**src/rtl/sdf_stage_ctrl.sv**
```systemverilog
// Sequencing controller for one single-delay-feedback FFT stage: drives the
// delay line, butterfly/fill select and twiddle addressing from a sample stream.
module sdf_stage_ctrl #(
  parameter int DELAY_LEN = 16,
  parameter int CNT_W     = $clog2(2*DELAY_LEN)
) (
  input  logic             clk,
  input  logic             rst,
  input  logic             in_valid,
  input  logic             in_sof,
  input  logic             in_eof,
  output logic             in_ready,
  output logic             delay_en,
  output logic             bf_sel,
  output logic [CNT_W-2:0] tw_addr,
  output logic             tw_en,
  output logic             out_valid,
  output logic             out_sof,
  output logic             sof_err,
  output logic [1:0]       dbg_state
);

  // Handshake: a sample transfers on any cycle with in_valid & in_ready;
  // in_ready depends on state only, and drops for the D-cycle flush.
  typedef enum logic [1:0] {IDLE, FILL, RUN, FLUSH} state_t;

  localparam logic [CNT_W-1:0] D_C  = CNT_W'(DELAY_LEN);
  localparam logic [CNT_W-1:0] D_M1 = CNT_W'(DELAY_LEN - 1);
  localparam logic [CNT_W-1:0] ONE  = CNT_W'(1);

  state_t           state;
  logic [CNT_W-1:0] cnt;
  logic [CNT_W-1:0] fcnt;
  logic             accept;
  logic             realign;
  logic [CNT_W-1:0] idx;
  logic [CNT_W-1:0] flush_addr;

  assign in_ready   = (state != FLUSH);
  assign accept     = in_valid & in_ready & ~rst;
  // A start-of-frame inside RUN re-anchors the current sample to index 0.
  assign realign    = (state == RUN) & accept & in_sof;
  assign idx        = realign ? '0 : cnt;
  assign flush_addr = D_C - fcnt;
  assign dbg_state  = state;

  always_comb begin
    delay_en = 1'b0;
    bf_sel   = 1'b0;
    tw_en    = 1'b0;
    tw_addr  = idx[CNT_W-2:0];
    case (state)
      IDLE:  delay_en = accept & in_sof;
      FILL:  delay_en = accept;
      RUN: begin
        delay_en = accept;
        bf_sel   = idx[CNT_W-1];
        tw_en    = accept & ~idx[CNT_W-1];
      end
      FLUSH: begin
        delay_en = 1'b1;
        tw_en    = 1'b1;
        tw_addr  = flush_addr[CNT_W-2:0];
      end
      default: ;
    endcase
  end

  always_ff @(posedge clk or posedge rst) begin
    if (rst) begin
      state     <= IDLE;
      cnt       <= '0;
      fcnt      <= '0;
      out_valid <= 1'b0;
      out_sof   <= 1'b0;
      sof_err   <= 1'b0;
    end else begin
      out_valid <= 1'b0;
      out_sof   <= 1'b0;
      sof_err   <= 1'b0;
      case (state)
        IDLE: begin
          if (accept && in_sof) begin
            state <= FILL;
            cnt   <= ONE;
          end
        end
        FILL: begin
          if (accept) begin
            if (cnt == D_M1) begin
              state <= RUN;
              cnt   <= D_C;
            end else begin
              cnt <= cnt + ONE;
            end
          end
        end
        RUN: begin
          if (accept) begin
            out_valid <= 1'b1;
            out_sof   <= (idx == D_C);
            sof_err   <= in_sof && (cnt != '0);
            cnt       <= idx + ONE;
            if (in_eof) begin
              state <= FLUSH;
              fcnt  <= D_C;
            end
          end
        end
        FLUSH: begin
          out_valid <= 1'b1;
          fcnt      <= fcnt - ONE;
          if (fcnt == ONE) begin
            state <= IDLE;
            cnt   <= '0;
          end
        end
        default: state <= IDLE;
      endcase
    end
  end

endmodule

```
**config.mk**
```make
export PLATFORM = sky130hd
export DESIGN_NAME = sdf_stage_ctrl
export DESIGN_NICKNAME = d
export VERILOG_FILES = /design/src/rtl/sdf_stage_ctrl.sv
export SDC_FILE = /design/constraint.sdc
export NUM_CORES = 1
export LEC_CHECK = 0
export ABC_AREA = 1
export BUFFER_PORTS_ARGS = -buffer_cell sky130_fd_sc_hd__buf_2
export CAP_MARGIN = 40
export CELL_PAD_IN_SITES_DETAIL_PLACEMENT = 0
export CELL_PAD_IN_SITES_GLOBAL_PLACEMENT = 2
export CORE_ASPECT_RATIO = 0.9
export CORE_MARGIN = 10
export CORE_UTILIZATION = 33
export DETAILED_ROUTE_END_ITERATION = 10
export PLACE_DENSITY = 0.78
export RECOVER_POWER = 50
export SLEW_MARGIN = 20
export SYNTH_ARGS = -nofsm -noshare
export SYNTH_HDL_FRONTEND = slang
export SYNTH_SLANG_ARGS = --single-unit
```
**constraint.sdc**
```tcl
create_clock -name clk -period 4.2 [get_ports clk]
set_clock_uncertainty 0.2 [all_clocks]
set_input_delay 0.42 -clock clk [delete_from_list [all_inputs] [get_ports clk]]
set_output_delay 0.42 -clock clk [all_outputs]
set_load 0.005 [all_outputs]
```
==> summary.md <==
| Metric | Value |
|---|---|
| Cell variety after synth | 25 |
| Min Clock Period, post-route | 2.69 ns |
| Die footprint | 6030 um2 |
| Top post-synthesis cells by area | dfrtp_1, ha_1, nand2_1, inv_1, o21ai_0 |
| Synth Flop Type | dfrtp_1 |
| Clk root buf | clkbuf_8 |
| Status | finished clean |
| Fillers | approximately 340 |
| Max Clock Freq | around 370 MHz |
| Worst reg2reg endpoint | cnt[1] |
| Period utilization | between 60% and 70% |
| Worst path slowest cell | dfrtp_1 |
| Final setup vio count | 0 |
| I/O Pins | 18 |
| CTS sink cnt | 15 |
| Layout cells sized above 1 | between 10% and 20% |
| Area growth syn-to-layout | 15.0% |
| GRT Util Overall | 9.50% |
| Crit path kind | flip-flop to output port |
| CP Launch Type | flip-flop |
| Vias post-DR | 1000 |
| Final WL | ~2.7 mm |
| Initial drt markers | 48 |
| Max-cap viol count | 0 |
| Clock Path Buffers | 2 |
| Die H | 74.7 um |
| Grt ovf | 0 |
| Vias in the first global route | 960 |
| Pwr Density | approximately 700 nW/um2 |
| Synthesis-stage register bit count | 15 |
| Mean area per synthesized cell | 7.41 um2 |
| WP data required | around 3.6 ns |
| Worst-Skew Late Latency | around 0.25 ns |
| H-tree levels | 1 |
| Top cells by count, synth | nand2_1, inv_1, dfrtp_1, o21ai_0, nor2_1 |
| I/O Buffers | 17 |
| Post-DR vias/cell | 4.76 |
| Cell count after synthesis | 148 |
| Slew Viols, Final | 0 |
| Worst Path Arrival | 2.07 ns |
| Drt drc | 0 |
| Worst-path maximum fanout | 11 |
| Register area share after synthesis | between 30% and 40% |
| PostCTS Resize Cnt | 0 |
| Reg2Reg Depth | 9 |
| Wirelength per Cell | 12.9 um |
| Nets | 185 |
| Rel. slew slack | approximately three fifths |
| Largest net degree at the start of global routing | 16 |
| First-pass GRT wire length | around 4.5 mm |
| Synth top area share | about 34% |
| Initial antenna violation count | 0 |
| Max incr delay on CP | between 0.4 and 0.5 ns |
| Post-CTS Hold Fix Bufs | 0 |
| Worst slew pin tran | approximately 0.60 ns |
| Post-synthesis cell type with the largest combined area | dfrtp_1 |
| Worst path most repeated cell | inv_1 |
| WHS | 0.0330 ns |
| Worst-path cell chain | inv_1 -> ha_1 -> nand4_1 -> nand2_1 -> inv_1 -> o21ai_0 -> buf_2 |
| Ys Warns | 0 |
| Worst hold path type | input port to asynchronous set/reset pin |
| Setup crit end | tw_en |
| Reg2reg start | dbg_state[0] |
| Starting Density | a little over a third |
| Unrepaired setup endpoints after global routing | no |
| Leak | around 0.66 nW |
| Peak supply drop | ~0.31 mV |
| Setup TNS | 0 ns |
| Total CTS buffers | 3 |
| Routability cong. | 0.835 |
| Core Rows | 19 |
| Die Wd | between 80 and 90 um |
| Area of the core | a little over 3000 um2 |
| Cell Area, Synth | 1100 um2 |
| Routed Antenna Nets | 0 |
| Antenna Diode Count | 0 |
| R2r setup slk | around 1.8 ns |
| Clock-pin slew on the worst setup and hold paths | approximately 0.070 ns |
| Post-route cell area | ~1300 um2 |
| CTS tree | built |
| Post-synth EDFFs | 0 |
| Critical Path End Type | output port |
| DRT Pass-1 Iters | 4 |
| Top-count cell post-synth | nand2_1 |
| Setup Buffers After CTS | 0 |
| Fin. Hold Viols | 0 |
| Detail Placement HPWL | between 2 and 2.5 mm |
| Crit path launch | dbg_state[0] |
| Post-Syn Nets | 164 |
| Post-DP Area | approximately 1200 um2 |
| Ys async rst share | 100% |
[cells in the final DEF, fill, tap and decap left out, drive strengths merged, types with 6 or more instances in the layout]
cell type  count
buf           12
nor2          16
clkbuf         8
nand2         33
o21ai         17
nand3          6
ha            11
dfrtp         15
a21oi         10
inv           26
[critical path: cells and delay by family, from the launching register on]
family,cells,cell delay [ns]
AO/OA/AOI/OAI,1,0.12
AND/OR/NAND/NOR,2,0.55
flip-flops,1,0.43
adder cells (fa/ha/maj),1,0.38
buffers and inverters,3,0.33
[final cells by class]
cell class / instances / area, um2 / share of cell area, %
clock inverters: 1 / 5.00 / 0.397
repair buffers: 17 / 78.8 / 6.26
well taps: 42 / 52.6 / 4.17
clock buffers: 3 / 41.3 / 3.28
inverters: 27 / 101 / 8.04
multi-input cells: 105 / 606 / 48.1
flip-flops and latches: 15 / 375 / 29.8
[how the worst min path moves through the flow]
stage | endpoint | start
floorplan | cnt[0] | rst
global placement | cnt[4] | cnt[4]
detailed placement | cnt[4] | cnt[4]
CTS | dbg_state[0] | rst
global route | dbg_state[0] | rst
finish | fcnt[4] | rst
[cells by family after synthesis]
group	count (synthesis)	synth area share [%]
adder cells (fa/ha/maj)	11	12.6
flip-flops	15	34.2
AO/OA/AOI/OAI	32	15.5
XOR/XNOR	2	1.60
buffers and inverters	28	10.5
AND/OR/NAND/NOR	60	25.6
[sequential cells by signal, summed over array words and instances (netlist names)]
name / flops
fcnt: 5
out_valid: 1
dbg_state: 2
cnt: 5
sof_err: 1
out_sof: 1
[metal layers]
metal	track usage [%]	vias up	routed length, um
met5	0	-	0
met4	3.45	0	29
met3	2.50	5	140
met2	13.6	29	1130
met1	13.3	453	1410
li1	-	513	-
[power breakdown]
group	internal, W	switching (W)	total, W
Clock	0.0000658	0.0000561	0.000122
Combinational	0.000199	0.000349	0.000548
Sequential	0.000191	0.0000404	0.000232
Total	0.000456	0.000445	0.000902
[per-stage QoR]
step                      power [W]  instances  utilization, %  setup WS, ns
after floorplan            0.000625        148               -          2.12
after global placement     0.000790        206            39.2          1.81
after detailed placement   0.000792        206            39.2          1.74
after CTS                  0.000915        210            40.7          1.50
after global routing        0.00100        210            40.5          1.27
final                      0.000902        210            40.5          1.51
No activity file was read; power rests on OpenSTA's default activity.
